<file path="config.mk">
export PLATFORM = sky130hd
export DESIGN_NAME = tel_sched
export DESIGN_NICKNAME = d
export VERILOG_FILES = /design/src/rtl/tel_sched.sv
export SDC_FILE = /design/constraint.sdc
export NUM_CORES = 1
export LEC_CHECK = 0
export ABC_AREA = 0
export BUFFER_PORTS_ARGS = -buffer_cell sky130_fd_sc_hd__buf_4
export CAP_MARGIN = 20
export CORE_ASPECT_RATIO = 0.9
export CORE_MARGIN = 8
export CORE_UTILIZATION = 43
export CTS_CLUSTER_DIAMETER = 50
export DETAILED_ROUTE_END_ITERATION = 6
export SLEW_MARGIN = 20
export SYNTH_ARGS = -nofsm -noshare
export SYNTH_HDL_FRONTEND = slang
export SYNTH_SLANG_ARGS = --single-unit
</file>
<file path="constraint.sdc">
create_clock -name clk -period 3.9 [get_ports clk]
set_input_delay 0.78 -clock clk [delete_from_list [all_inputs] [get_ports clk]]
set_output_delay 0.78 -clock clk [all_outputs]
set_load 0.02 [all_outputs]
</file>
<file path="src/rtl/tel_sched.sv">
// tel_sched: periodic temperature report scheduler, PC command decoder
// and single-owner arbiter for the shared uart_tx byte transmitter.
//
// Parameters: PERIOD (report period in clk cycles), PERIOD_W (counter width).
// Ports:
//   clk, rst           - clock, synchronous active-high reset
//   t_data[15:0]       - raw DS18B20 reading (LSB = 1/16 degC)
//   rx_data[7:0]/rx_vld- command byte from uart_rx
//   tx_busy            - uart_tx shifting a frame
//   tx_data[7:0]/tx_vld- byte and one-cycle strobe to uart_tx
//   led[3:0]           - LED pattern register
//   beep_mute          - forces the beep block silent
// Build option: define TEL_CHECKSUM_EN to append byte1^byte2 to reports.
module tel_sched #(
    parameter int unsigned PERIOD   = 75_000_000,
    parameter int unsigned PERIOD_W = 27
) (
    input  logic        clk,
    input  logic        rst,
    input  logic [15:0] t_data,
    input  logic [7:0]  rx_data,
    input  logic        rx_vld,
    input  logic        tx_busy,
    output logic [7:0]  tx_data,
    output logic        tx_vld,
    output logic [3:0]  led,
    output logic        beep_mute
);

    typedef enum logic [2:0] {
        IDLE,
        LOAD,
        SEND,
        WAIT_HI,
        WAIT_LO
    } state_t;

`ifdef TEL_CHECKSUM_EN
    localparam logic [1:0] REP_LAST = 2'd3;
`else
    localparam logic [1:0] REP_LAST = 2'd2;
`endif

    localparam logic [PERIOD_W-1:0] CNT_MAX = PERIOD_W'(PERIOD - 1);

    state_t              state_q, state_d;
    logic [PERIOD_W-1:0] cnt_q, cnt_d;
    logic                paused_q, paused_d;
    logic                rep_pend_q, rep_pend_d;
    logic                nak_pend_q, nak_pend_d;
    logic                nak_frm_q, nak_frm_d;
    logic [1:0]          idx_q, idx_d;
    logic [15:0]         t_snap_q, t_snap_d;
    logic [7:0]          tx_data_q, tx_data_d;
    logic [3:0]          led_q, led_d;
    logic                mute_q, mute_d;

    logic tick;
    logic c_rep, c_pause, c_resume, c_mute, c_led, c_nak;
    logic rep_set;
    logic last_byte;

    function automatic logic [7:0] rep_byte(
        input logic [1:0]  i,
        input logic [15:0] t
    );
        logic [7:0] b;
        unique case (i)
            2'd0:    b = 8'hAA;
            2'd1:    b = t[11:4];
            2'd2:    b = {4'h0, t[3:0]};
            default: b = t[11:4] ^ {4'h0, t[3:0]};
        endcase
        return b;
    endfunction

    always_comb begin
        c_rep    = 1'b0;
        c_pause  = 1'b0;
        c_resume = 1'b0;
        c_mute   = 1'b0;
        c_led    = 1'b0;
        c_nak    = 1'b0;
        if (rx_vld) begin
            unique casez (rx_data)
                8'h31:   c_rep    = 1'b1;
                8'h32:   c_pause  = 1'b1;
                8'h33:   c_resume = 1'b1;
                8'h34:   c_mute   = 1'b1;
                8'h4?:   c_led    = 1'b1;
                default: c_nak    = 1'b1;
            endcase
        end
    end

    assign tick      = (cnt_q == CNT_MAX);
    // Pause or resume arriving with the tick drops that tick.
    assign rep_set   = c_rep |
                       (tick & ~paused_q & ~c_pause & ~c_resume);
    assign last_byte = nak_frm_q | (idx_q == REP_LAST);

    always_comb begin
        state_d    = state_q;
        cnt_d      = tick ? '0 : cnt_q + 1'b1;
        paused_d   = paused_q;
        rep_pend_d = rep_pend_q;
        nak_pend_d = nak_pend_q;
        nak_frm_d  = nak_frm_q;
        idx_d      = idx_q;
        t_snap_d   = t_snap_q;
        tx_data_d  = tx_data_q;
        led_d      = led_q;
        mute_d     = mute_q;
        tx_vld     = 1'b0;

        if (c_pause)  paused_d = 1'b1;
        if (c_resume) begin
            paused_d = 1'b0;
            cnt_d    = '0;
        end
        if (c_mute) mute_d = ~mute_q;
        if (c_led)  led_d  = rx_data[3:0];

        unique case (state_q)
            IDLE: begin
                if (nak_pend_q) begin
                    nak_pend_d = 1'b0;
                    nak_frm_d  = 1'b1;
                    state_d    = LOAD;
                end else if (rep_pend_q) begin
                    rep_pend_d = 1'b0;
                    nak_frm_d  = 1'b0;
                    state_d    = LOAD;
                end
            end
            LOAD: begin
                idx_d = 2'd0;
                if (!nak_frm_q) t_snap_d = t_data;
                tx_data_d = nak_frm_q ? 8'h3F : 8'hAA;
                state_d   = SEND;
            end
            SEND: begin
                if (!tx_busy) begin
                    tx_vld  = 1'b1;
                    state_d = WAIT_HI;
                end
            end
            WAIT_HI: begin
                if (tx_busy) state_d = WAIT_LO;
            end
            WAIT_LO: begin
                if (!tx_busy) begin
                    if (last_byte) begin
                        state_d = IDLE;
                    end else begin
                        idx_d     = idx_q + 2'd1;
                        tx_data_d = rep_byte(idx_q + 2'd1, t_snap_q);
                        state_d   = SEND;
                    end
                end
            end
            default: state_d = IDLE;
        endcase

        // New requests win over the IDLE clear so none is lost.
        if (rep_set) rep_pend_d = 1'b1;
        if (c_nak)   nak_pend_d = 1'b1;
    end

    always_ff @(posedge clk) begin
        if (rst) begin
            state_q    <= IDLE;
            cnt_q      <= '0;
            paused_q   <= 1'b0;
            rep_pend_q <= 1'b0;
            nak_pend_q <= 1'b0;
            nak_frm_q  <= 1'b0;
            idx_q      <= 2'd0;
            t_snap_q   <= 16'h0000;
            tx_data_q  <= 8'h00;
            led_q      <= 4'h0;
            mute_q     <= 1'b0;
        end else begin
            state_q    <= state_d;
            cnt_q      <= cnt_d;
            paused_q   <= paused_d;
            rep_pend_q <= rep_pend_d;
            nak_pend_q <= nak_pend_d;
            nak_frm_q  <= nak_frm_d;
            idx_q      <= idx_d;
            t_snap_q   <= t_snap_d;
            tx_data_q  <= tx_data_d;
            led_q      <= led_d;
            mute_q     <= mute_d;
        end
    end

    assign tx_data   = tx_data_q;
    assign led       = led_q;
    assign beep_mute = mute_q;

endmodule

</file>
== Yosys cells after proc, flatten, opt, wreduce, memory -nomap -nowiden ==
Cells that the tools add are included.
Storage, ports and cells
  register bits: 61
  latch bits: 0
  memory bits (writable): 0
  bits in read-only memories: 0
  bits of input ports: 28
  output and inout port bits: 14
  logic and storage cells: 93
  memories kept: 0
Cells by class
  $add $sub $neg: 2
  $mul: 0
  div/mod/pow operators: 0
  $lt $le $gt $ge: 0
  equality and inequality tests: 19
  shifts and indexed selects: 0
  multiplexer cells: 36
  bitwise operators: 11
  reduce and logical (&&, ||, !) cells: 14
Operator list (number)
  equality test 8 x 6 -> 1 bit, second input constant: 4
  adder 27 x 1 -> 27 bit, second input constant: 1
  equality test 27 bit, second input constant: 1
  two-way mux 8 bit: 3
  one-hot mux 8 bit (3 select lines): 1
  two-way mux 1 bit: 21
  one-hot mux 8 bit (2 select lines): 1
  two-way mux 3 bit: 5
  one-hot mux 3 bit (5 select lines): 1
  inequality test 2 bit, second input constant: 4
  nonzero test 2 bit: 4
  bitwise XOR 8 x 4 -> 8 bit: 1
  equality test 3 x 2 -> 1 bit, second input constant: 2
  two-way mux 2 bit: 3
  AND reduction 2 bit: 3
  inverter 1 bit: 5
  OR reduction 5 bit: 1
  equality test 2 bit, second input constant: 2
  equality test 4 x 3 -> 1 bit, second input constant: 1
  one-hot mux 2 bit (2 select lines): 1
  AND reduction 4 bit: 1
  AND 1 bit: 3
  equality test 3 x 1 -> 1 bit, second input constant: 1
  equality test 3 bit, second input constant: 1
  10 further kinds: 11

== Longest topological paths before layout ==
  depth after elaboration: 9
  mapped depth: 7

== Worst setup path after synthesis ==
Ideal clock, no wire load.
  kind: input-to-reg
  from: in rx_data[7]
  to: reg cnt_q[3]
  setup time: 0.133 ns
  arrival: 2.176 ns
  data required time: 3.767 ns
  slack: 1.592 ns
  stages: 6
  path through: nor4bb_1 > nor4b_1 > a31o_2 > buf_2 > buf_2 > nor3_1
On the way
  word-level cells in the longest chain between the ends: 4
Ends and longest elaborated chain
  start, declared: RTL line 21  | input logic [7:0] rx_data,
  equality test 8 x 6 -> 1 bit: RTL line 85  | unique casez (rx_data)
  two-way mux 1 bit: RTL line 85
  two-way mux 1 bit: RTL line 84  | if (rx_vld) begin
  OR reduction 3 bit (no line)
  end signal, assigned: RTL line 185  | cnt_q <= cnt_d;
  end, declared: RTL line 47  | logic [PERIOD_W-1:0] cnt_q, cnt_d;
Every way passes these cells.
A chain may end at the register's enable or synchronous reset.

== Worst setup path after layout ==
  from: in rx_data[7]
  to: reg cnt_q[12]
Same word-level chain as after synthesis.

==> results.py <==
metrics = {
    "status": {
        "outcome": "finished, final reports clean",
    },
    "synth": {
        "ys_types": 55,
        "syn_inst": 341,
        "synth.top_cell.area_share": 0.418,
        "yosys_warnings": 0,
        "synth-seq-area-share": 0.418,
        "synth_common_cells": "dfxtp_1, nand2_1, o21ai_0",
        "syn_area_um2": 2920,
        "synth_area_leaders": "dfxtp_1, o21ai_0, nand2_1, a21oi_1, nor3_1",
        "synth_nets": 374,
        "syn_avg_cell_area_um2": 8.56,
        "synth_ff_type": "dfxtp_1",
        "yosysTopAreaCell": "dfxtp_1",
        "synthArstFlopShare": 0,
        "synth_edf_count": 0,
        "ys_ff_latch": 61,
        "yosysMostFrequentCell": "dfxtp_1",
    },
    "power": {
        "power_density_nw_per_um2": 396,
        "p_leak_nw": 1.23,
        "peakVddDrop_v": 0.000232,
    },
    "setup_path": {
        "path_buf_inv": 1,
        "worst_setup_path_start_kind": "input port",
        "crit_path_end_kind": "flip-flop",
        "cp_slowest_stage_delay_ns": 0.64,
        "cp_top_family": "simple AND/OR/NAND/NOR gates",
        "crit_fanout": 28,
        "worstPathRequired_ns": 4.08,
        "crit_path_cell_trace": "buf_4, nor4bb_1, nor4b_1, a31o_2, nor3_1",
        "arrival_ns": 2.72,
        "path_class": "in2reg",
        "critPathSlowestCell": "a31o_2",
    },
    "clocking": {
        "hold_buffers": 0,
        "clock-sinks": 61,
        "clkSlewWorstSetupHoldPaths_ns": 0.07,
        "cts_made_buffers": 9,
        "cts-root-buf": "clkbuf_8",
        "cts.path.max_buffers": 2,
        "htreeDepth": 3,
        "post_cts_resized": 0,
        "cts_setup_buffers": 0,
        "clk_latency_ns": 0.34,
        "cts_tree": "built",
    },
    "global_routing": {
        "antenna_found_initial": 0,
        "gr-total-overflow": 0,
        "grt_pass1_wl_um": 11500,
        "grt_max_degree": 33,
        "grtUsageTotal": 0.149,
        "grt_pass1_vias": 2367,
    },
    "placed_design": {
        "pre_cts_slack_ns": 1.08,
        "placed_area_um2": 3220,
        "io_buffers": 37,
        "gp_congestion": 0.767,
        "dp_cells": 449,
        "dp_hpwl_um": 4600,
    },
    "run": {
        "cap_viol_max_count": 0,
    },
    "timing": {
        "period_minus_slack_ns": 2.54,
        "slew_headroom": 0.347,
        "fin_skew_ns": 0.0134,
        "rsz0062_at_grt": "false",
        "setup_ws_ns": 1.36,
        "fmax_mhz": 394,
        "min_period_over_period": 0.651,
        "tightest_slew_ns": 0.980,
        "final-hold-violation-count": 0,
        "finalMaxSlewViolations": 0,
        "tns_ns": 0,
        "setup_viol": 0,
    },
    "floorplanning": {
        "die_area_um2": 9690,
        "dieWidth_um": 103,
        "start_util": 0.443,
        "rows": 28,
        "core_area_um2": 6590,
        "pin_count": 42,
        "die_h_um": 94.2,
    },
    "final_layout": {
        "multi_input_area_um2": 1560,
        "areaGrowthSynthToFinish_pct": 17.5,
        "n_fill_cell": 655,
        "num-nets-final": 403,
        "regArea_um2": 1220,
        "layout-drive-gt1-share": 0.171,
        "final_area_um2": 3430,
        "diodes": 0,
        "instances_no_fill": 465,
    },
    "detailed_routing": {
        "firstDrtPassIters": 4,
        "routedWlPerCell_um": 14.4,
        "wirelength_um": 6710,
        "num_vias": 2563,
        "ant_nets": 0,
        "initialDrtViolationCount": 137,
        "viasPerCell": 5.51,
        "drc": 0,
    },
    "worst_hold_path": {
        "hp-class": "reg2reg",
    },
}
[area by class of cell]
class / instances / area share
clock buffers: 11 / 0.0383
clock inverters: 5 / 0.0219
inverters: 12 / 0.0131
multi-input cells: 248 / 0.455
flip-flops and latches: 61 / 0.356
well taps: 90 / 0.0328
repair buffers: 38 / 0.0832
[cell families (layout without fill, tap and decap cells)]
kind of cell,Yosys count,after routing,share of synthesized area
AO/OA/AOI/OAI,89,89,0.198
XOR/XNOR,14,14,0.0420
adder cells (fa/ha/maj),5,5,0.0214
buffers and inverters,32,66,0.0476
flip-flops,61,61,0.418
multiplexers,4,4,0.0137
AND/OR/NAND/NOR,136,136,0.259
[final timing paths]
path	startpoint	endpoint	slack, ns	depth (start not counted)
setup / recovery	rx_data[7]	cnt_q[12]$_SDFF_PP0_	1.36	5
hold / removal	t_snap_q[9]$_SDFFE_PP0P_	t_snap_q[9]$_SDFFE_PP0P_	0.46	2
setup reg to reg	idx_q[0]$_SDFFE_PP0P_	tx_data[5]$_SDFFE_PP0P_	1.45	6
hold reg to reg	t_snap_q[9]$_SDFFE_PP0P_	t_snap_q[9]$_SDFFE_PP0P_	0.46	2
[metal layers]
metal,track usage,vias to the layer above,share of wire,wire (um)
met5,0,-,0,0
met4,0.0433,0,0.012,80
met3,0.0533,8,0.060,400
met2,0.223,55,0.43,2910
met1,0.197,1189,0.50,3320
li1,-,1311,-,-
[tightest hold or removal path: stages, from the launching register on]
cell and delay (ns):
dfxtp_1 0.32, nand2_1 0.05, a21oi_1 0.05
[per-stage QoR]
stage	hold WS [ns]	util	power, mW
after global routing	0.487	0.521	1.42
after floorplan	0.424	-	0.729
after detailed placement	0.447	0.490	0.774
after global placement	0.447	0.490	0.773
after CTS	0.461	0.521	1.38
final	0.461	0.521	1.36
[cells in the final DEF, fill, tap and decap left out, types with 4 or more instances in the layout]
| master | n |
|---|---|
| dfxtp_1 | 61 |
| buf_4 | 38 |
| nand2_1 | 35 |
| o21ai_0 | 27 |
| nor3_1 | 21 |
| a21oi_1 | 21 |
| nor2_1 | 15 |
| a211oi_1 | 12 |
| inv_1 | 11 |
| nand3_1 | 10 |
| or3_1 | 10 |
| xnor2_1 | 10 |
| clkbuf_8 | 9 |
| nand4_1 | 7 |
| nand2b_1 | 6 |
| or4_1 | 5 |
| ha_1 | 5 |
| o31ai_1 | 4 |
| xor2_1 | 4 |
| mux2i_1 | 4 |
[registers in the layout (all words and copies together), names as in the netlist]
| register | cells |
|---|---|
| nak_pend_q | 1 |
| led | 4 |
| nak_frm_q | 1 |
| tx_data | 8 |
| rep_pend_q | 1 |
| beep_mute | 1 |
| state_q | 3 |
| t_snap_q | 12 |
| idx_q | 2 |
| cnt_q | 27 |
| paused_q | 1 |
[power by group]
part	total, mW	leakage, nW	switching [mW]	internal, mW
Clock	0.601	0.107	0.244	0.357
Sequential	0.658	0.494	0.0180	0.640
Combinational	0.102	0.625	0.0562	0.0453
Total	1.36	1.23	0.318	1.04
Power figures use the tool's default switching activity.
